**src/rtl/id_ex_stage_if.sv**
```systemverilog
// Decode-side bundle feeding the ID/EX stage register, plus the load-use
// stall that decode must obey.
interface id_ex_stage_if #(
  parameter int WIDTH = 32
);
  logic             id_valid;
  logic [4:0]       id_rs1_addr;
  logic [4:0]       id_rs2_addr;
  logic [WIDTH-1:0] id_rs1_data;
  logic [WIDTH-1:0] id_rs2_data;
  logic [WIDTH-1:0] id_pc;
  logic [WIDTH-1:0] id_imm;
  logic             id_use_pc_a;
  logic             id_use_imm_b;
  logic [10:0]      id_alu_sel;
  logic [4:0]       id_rd_addr;
  logic             id_reg_write;
  logic             id_mem_read;
  logic             id_stall;

  modport master (
    output id_valid, id_rs1_addr, id_rs2_addr, id_rs1_data, id_rs2_data,
           id_pc, id_imm, id_use_pc_a, id_use_imm_b, id_alu_sel,
           id_rd_addr, id_reg_write, id_mem_read,
    input  id_stall
  );

  modport slave (
    input  id_valid, id_rs1_addr, id_rs2_addr, id_rs1_data, id_rs2_data,
           id_pc, id_imm, id_use_pc_a, id_use_imm_b, id_alu_sel,
           id_rd_addr, id_reg_write, id_mem_read,
    output id_stall
  );
endinterface

```
**src/rtl/id_ex_stage.sv**
```systemverilog
// ID/EX pipeline register with MEM/WB operand forwarding, load-use hazard
// detection, bubble insertion, flush and downstream stall handling.
module id_ex_stage #(
  parameter int WIDTH = 32
) (
  input  logic             clk,
  input  logic             rst_n,
  id_ex_stage_if.slave     id,
  input  logic [4:0]       mem_rd_addr,
  input  logic             mem_reg_write,
  input  logic [WIDTH-1:0] mem_result,
  input  logic [4:0]       wb_rd_addr,
  input  logic             wb_reg_write,
  input  logic [WIDTH-1:0] wb_result,
  input  logic             stall_in,
  input  logic             ex_flush,
  output logic [WIDTH-1:0] operand_a,
  output logic [WIDTH-1:0] operand_b,
  output logic [10:0]      alu_sel,
  output logic             ex_valid,
  output logic             ex_reg_write,
  output logic             ex_mem_read,
  output logic [4:0]       ex_rd_addr,
  output logic [WIDTH-1:0] ex_store_data
);

  logic [4:0]       rs1_addr_q, rs2_addr_q;
  logic [WIDTH-1:0] rs1_data_q, rs2_data_q, pc_q, imm_q;
  logic             use_pc_a_q, use_imm_b_q;
  logic [WIDTH-1:0] rs1_fwd, rs2_fwd;

  // MEM beats WB; x0 never matches because rd==0 is excluded.
  always_comb begin
    rs1_fwd = rs1_data_q;
    if (mem_reg_write && mem_rd_addr != '0 && mem_rd_addr == rs1_addr_q)
      rs1_fwd = mem_result;
    else if (wb_reg_write && wb_rd_addr != '0 && wb_rd_addr == rs1_addr_q)
      rs1_fwd = wb_result;

    rs2_fwd = rs2_data_q;
    if (mem_reg_write && mem_rd_addr != '0 && mem_rd_addr == rs2_addr_q)
      rs2_fwd = mem_result;
    else if (wb_reg_write && wb_rd_addr != '0 && wb_rd_addr == rs2_addr_q)
      rs2_fwd = wb_result;
  end

  assign operand_a     = use_pc_a_q  ? pc_q  : rs1_fwd;
  assign operand_b     = use_imm_b_q ? imm_q : rs2_fwd;
  assign ex_store_data = rs2_fwd;

  assign id.id_stall = ex_valid && ex_mem_read && (ex_rd_addr != '0) && id.id_valid &&
                       ((ex_rd_addr == id.id_rs1_addr) || (ex_rd_addr == id.id_rs2_addr));

  always_ff @(posedge clk or negedge rst_n) begin
    if (!rst_n) begin
      ex_valid     <= 1'b0;
      ex_reg_write <= 1'b0;
      ex_mem_read  <= 1'b0;
      alu_sel      <= '0;
      ex_rd_addr   <= '0;
      rs1_addr_q   <= '0;
      rs2_addr_q   <= '0;
      rs1_data_q   <= '0;
      rs2_data_q   <= '0;
      pc_q         <= '0;
      imm_q        <= '0;
      use_pc_a_q   <= 1'b0;
      use_imm_b_q  <= 1'b0;
    end else if (ex_flush || (!stall_in && id.id_stall)) begin
      ex_valid     <= 1'b0;
      ex_reg_write <= 1'b0;
      ex_mem_read  <= 1'b0;
      alu_sel      <= '0;
    end else if (stall_in) begin
      // Control holds, but operands absorb forwards so a retiring WB value survives the stall.
      rs1_data_q <= rs1_fwd;
      rs2_data_q <= rs2_fwd;
    end else begin
      ex_valid     <= id.id_valid;
      ex_reg_write <= id.id_valid && id.id_reg_write;
      ex_mem_read  <= id.id_valid && id.id_mem_read;
      alu_sel      <= id.id_valid ? id.id_alu_sel : '0;
      ex_rd_addr   <= id.id_rd_addr;
      rs1_addr_q   <= id.id_rs1_addr;
      rs2_addr_q   <= id.id_rs2_addr;
      rs1_data_q   <= id.id_rs1_data;
      rs2_data_q   <= id.id_rs2_data;
      pc_q         <= id.id_pc;
      imm_q        <= id.id_imm;
      use_pc_a_q   <= id.id_use_pc_a;
      use_imm_b_q  <= id.id_use_imm_b;
    end
  end

endmodule

```
**src/flat_wrapper.sv**
```systemverilog
// flat-port wrapper written by rule: the top's interface ports become plain ports
module id_ex_stage_flat 
#(
  parameter int WIDTH = 32
)
  (clk, rst_n, mem_rd_addr, mem_reg_write, mem_result, wb_rd_addr, wb_reg_write, wb_result, stall_in, ex_flush, operand_a, operand_b, alu_sel, ex_valid, ex_reg_write, ex_mem_read, ex_rd_addr, ex_store_data, id_id_valid, id_id_rs1_addr, id_id_rs2_addr, id_id_rs1_data, id_id_rs2_data, id_id_pc, id_id_imm, id_id_use_pc_a, id_id_use_imm_b, id_id_alu_sel, id_id_rd_addr, id_id_reg_write, id_id_mem_read, id_id_stall);
  id_ex_stage_if #(.WIDTH(WIDTH)) id_i ();
  input  logic clk;
  input  logic rst_n;
  input  logic [4:0] mem_rd_addr;
  input  logic mem_reg_write;
  input  logic [WIDTH-1:0] mem_result;
  input  logic [4:0] wb_rd_addr;
  input  logic wb_reg_write;
  input  logic [WIDTH-1:0] wb_result;
  input  logic stall_in;
  input  logic ex_flush;
  output logic [WIDTH-1:0] operand_a;
  output logic [WIDTH-1:0] operand_b;
  output logic [10:0] alu_sel;
  output logic ex_valid;
  output logic ex_reg_write;
  output logic ex_mem_read;
  output logic [4:0] ex_rd_addr;
  output logic [WIDTH-1:0] ex_store_data;
  input wire logic [$bits(id_i.id_valid)-1:0] id_id_valid;
  input wire logic [$bits(id_i.id_rs1_addr)-1:0] id_id_rs1_addr;
  input wire logic [$bits(id_i.id_rs2_addr)-1:0] id_id_rs2_addr;
  input wire logic [$bits(id_i.id_rs1_data)-1:0] id_id_rs1_data;
  input wire logic [$bits(id_i.id_rs2_data)-1:0] id_id_rs2_data;
  input wire logic [$bits(id_i.id_pc)-1:0] id_id_pc;
  input wire logic [$bits(id_i.id_imm)-1:0] id_id_imm;
  input wire logic [$bits(id_i.id_use_pc_a)-1:0] id_id_use_pc_a;
  input wire logic [$bits(id_i.id_use_imm_b)-1:0] id_id_use_imm_b;
  input wire logic [$bits(id_i.id_alu_sel)-1:0] id_id_alu_sel;
  input wire logic [$bits(id_i.id_rd_addr)-1:0] id_id_rd_addr;
  input wire logic [$bits(id_i.id_reg_write)-1:0] id_id_reg_write;
  input wire logic [$bits(id_i.id_mem_read)-1:0] id_id_mem_read;
  output wire logic [$bits(id_i.id_stall)-1:0] id_id_stall;
  assign id_i.id_valid = id_id_valid;
  assign id_i.id_rs1_addr = id_id_rs1_addr;
  assign id_i.id_rs2_addr = id_id_rs2_addr;
  assign id_i.id_rs1_data = id_id_rs1_data;
  assign id_i.id_rs2_data = id_id_rs2_data;
  assign id_i.id_pc = id_id_pc;
  assign id_i.id_imm = id_id_imm;
  assign id_i.id_use_pc_a = id_id_use_pc_a;
  assign id_i.id_use_imm_b = id_id_use_imm_b;
  assign id_i.id_alu_sel = id_id_alu_sel;
  assign id_i.id_rd_addr = id_id_rd_addr;
  assign id_i.id_reg_write = id_id_reg_write;
  assign id_i.id_mem_read = id_id_mem_read;
  assign id_id_stall = id_i.id_stall;
  id_ex_stage #(.WIDTH(WIDTH)) u_core (.clk(clk), .rst_n(rst_n), .id(id_i), .mem_rd_addr(mem_rd_addr), .mem_reg_write(mem_reg_write), .mem_result(mem_result), .wb_rd_addr(wb_rd_addr), .wb_reg_write(wb_reg_write), .wb_result(wb_result), .stall_in(stall_in), .ex_flush(ex_flush), .operand_a(operand_a), .operand_b(operand_b), .alu_sel(alu_sel), .ex_valid(ex_valid), .ex_reg_write(ex_reg_write), .ex_mem_read(ex_mem_read), .ex_rd_addr(ex_rd_addr), .ex_store_data(ex_store_data));
endmodule
```
**config.mk**
```make
export PLATFORM = sky130hd
export DESIGN_NAME = id_ex_stage_flat
export DESIGN_NICKNAME = d
export VERILOG_FILES = /design/src/rtl/id_ex_stage_if.sv /design/src/rtl/id_ex_stage.sv /design/src/flat_wrapper.sv
export SDC_FILE = /design/constraint.sdc
export NUM_CORES = 1
export LEC_CHECK = 0
export CORE_MARGIN = 4
export CORE_UTILIZATION = 30
export CTS_CLUSTER_DIAMETER = 50
export CTS_CLUSTER_SIZE = 14
export DETAILED_ROUTE_END_ITERATION = 7
export PLACE_DENSITY_LB_ADDON = 0.25
export RECOVER_POWER = 100
export SYNTH_ARGS = -nofsm -noshare
export SYNTH_HDL_FRONTEND = slang
export SYNTH_SLANG_ARGS = --single-unit
export TNS_END_PERCENT = 10
```
**constraint.sdc**
```tcl
create_clock -name clk -period 3.9 [get_ports clk]
set_input_delay 0.975 -clock clk [delete_from_list [all_inputs] [get_ports clk]]
set_output_delay 0.975 -clock clk [all_outputs]
set_load 0.01 [all_outputs]
```
==> qor.csv <==
metric,value,unit
Post-synth ARST share,1.00,
Longest Clk Path Bufs,2,
YS warnings,0,
fin worst setup slack,-76.0,ps
Core Area,30700,um^2
number of placement rows,64,
RSZ-0062 raised after global routing,yes,
Port-buffer cells,354,
Remaining DRCs,0,
count of final setup violators,17,
Finished Cell Area,15500,um^2
Max Fclk,0.252,GHz
"Net count, final",1593,
max-slew violations,146,
Layout area overhead,64.6,%
clk slew on worst S/H paths,70,ps
first-pass GRT wire length,61300,um
"Clk Latency, worst-skew pair",440,ps
die area,34200,um^2
failing checks,"capacitance limit, slew limit, setup timing",
WHS Path Cells,1,
Congestion Overflow GR,0,
GP Congestion,0.859,
Worst Tran Pin Value,2030,ps
DIE HEIGHT,185,um
"most common cell after layout, fill and taps aside",clkdlybuf4s50_1,
worst hold path type,reg2reg,
vias in the first global route,9791,
post-synth top area share,0.423,
net count after synthesis,1165,
largest net degree at the start of global routing,73,
worst-path fanout max,14,
crit end category,primary output,
#FFs+latches synth,159,
post-route antenna net violation count,0,
Final Cycle Share,1.02,
drt wl/cell,23.5,um
Pre-Repair DR Iteration Count,5,
CP required,2920,ps
dpl cells,1690,
HPWL Detailed,29400,um
DR vias/cell,5.24,
die width,185,um
final hold violation count,0,
final hold slack,484,ps
Avg Inst Size Synth,10.1,um^2
cts bufs inserted,17,
leading area contributor after synthesis,dfrtp_1,
Tmin final,3980,ps
initial antenna violation count,8,
ys flop type,dfrtp_1,
status,"finished, violations left",
H-tree levels,4,
worst relative slew slack,-0.353,
TritonCTS Sinks,159,
dpl cell area,13900,um^2
Initial Util,0.306,
type of the worst setup path,in2out,
Ports,355,
synthesized area,9400,um^2
Worst Skew,15.6,ps
Pleak,6.40,nW
Cell variety after synth,58,
vias post-DR,9268,
CTS root buffer,clkbuf_16,
Pwr Density,392,nW/um^2
drt first-iter violations,608,
Setup TNS,-488,ps
Global Route Usage Sum,0.237,
critical path arrival,3000,ps
crit start category,input pin,
max_cap viols,2,
Non-Filler Instances,1770,
worst r2r path cells,7,
Routed WL,41600,um
"EDFF count, synth",0,
"commonest non-fill, non-tap cells in the layout","clkdlybuf4s50_1 (224), dfrtp_1 (157), nand2_1 (98)",
Synth Instances,926,
total chip power,6.07,mW
post-synthesis sequential area ratio,0.423,
Worst IR Drop VDD,266,uV
CTS Hold Buffers Added,0,
fraction of layout cells with a size suffix above 1,0.360,
CTS tree,built,
synth top area cells,"dfrtp_1 (42%), mux2_2 (7.8%), mux2_1 (5.8%)",
per-stage QoR:
step,setup WS [ps],util
2_1_floorplan,319,-
3_3_place_gp,-1110,0.451
3_5_place_dp,-1140,0.451
4_1_cts,-89.5,0.496
5_1_grt,-103,0.503
6_report,-76.0,0.503
metal layers:
metal / part of all wire / global-route usage / vias up
met4: 0.031 / 0.0951 / 4
met2: 0.49 / 0.391 / 372
met3: 0.079 / 0.0679 / 70
li1: - / - / 4248
met5: 0.00050 / 0 / -
met1: 0.40 / 0.292 / 4574
worst max-delay path, stage by stage:
cell             delay, ps
buf_6                   90
or4_4                  570
o21a_4                 260
and3_4                 190
buf_12                 170
a21oi_2                180
o2bb2ai_2              160
o21ai_0                100
clkdlybuf4s15_1        290
Yosys cell counts (4+ instances only):
cell type / instances
dfrtp_1: 159
nand2_1: 104
a21oi_1: 97
mux2_2: 65
mux2_1: 48
o21ai_0: 38
clkbuf_1: 35
nor2_1: 33
inv_1: 28
buf_2: 25
xnor2_1: 25
o22ai_1: 24
or3_1: 23
or4_1: 21
o2bb2ai_1: 20
o221a_2: 14
a221o_1: 13
a22o_1: 13
nor2b_1: 13
a31oi_4: 10
buf_4: 10
o21ai_1: 10
o2bb2ai_2: 10
o22a_1: 8
buf_6: 6
nor2_2: 6
nor3_1: 6
o31ai_1: 6
a21oi_4: 5
nand3_1: 5
xor2_1: 5
a31oi_1: 4
mux2i_1: 4
state kept, by name, indices dropped and copies added (netlist names), 5 cells and up:
name and flops:
u_core.rs1_addr_q 5, u_core.imm_q 32, u_core.pc_q 32, u_core.alu_sel 11
u_core.rs2_addr_q 5, u_core.rs1_data_q 32, u_core.rs2_data_q 32, u_core.ex_rd_addr 5
final timing paths:
path	startpoint	to	slack [ps]
setup / recovery	wb_rd_addr[0]	operand_a[13]	-80
hold / removal	u_core.imm_q[26]$_DFFE_PN0P_	u_core.imm_q[26]$_DFFE_PN0P_	480
max in group asynchronous	rst_n	u_core.ex_rd_addr[3]$_DFFE_PN0P_	660
setup reg to reg	u_core.ex_rd_addr[0]$_DFFE_PN0P_	u_core.rs1_data_q[25]$_DFFE_PN0N_	140
min in group asynchronous	rst_n	u_core.imm_q[10]$_DFFE_PN0P_	1080
hold reg to reg	u_core.imm_q[26]$_DFFE_PN0P_	u_core.imm_q[26]$_DFFE_PN0P_	480
power by group:
part	internal (mW)	switching, mW	leakage, nW
clock network	1.10	0.814	0.315
registers	1.87	0.180	1.86
logic	1.13	0.969	4.23
cells by family (layout without fill, tap and decap cells):
| group | after synthesis | after routing | synth area share |
|---|---|---|---|
| simple gates | 227 | 229 | 0.118 |
| compound gates | 284 | 284 | 0.230 |
| flops | 159 | 159 | 0.423 |
| mux | 117 | 117 | 0.140 |
| xor+xnor | 30 | 30 | 0.0280 |
| buf+inv | 109 | 548 | 0.0609 |
| other cells | 0 | 7 | 0 |
timing repair:
item	CTS	global route
gates resized for setup	485	112
endpoints found under the hold margin	0	0
cloned	6	1
setup endpoints to repair	96	94
buffers inserted	27	9
pin swaps	41	29
final cells by class:
| cell class | instances | area, um^2 |
|---|---|---|
| diodes | 7 | 17.5 |
| clock buffers | 17 | 425 |
| clock inverters | 15 | 221 |
| fillers | 2879 | 15300 |
| inverters | 29 | 109 |
| multi-input cells | 660 | 5690 |
| flip-flops and latches | 159 | 3980 |
| well taps | 396 | 495 |
| repair buffers | 487 | 4530 |
Note: power is estimated with default switching activity, not from simulation.
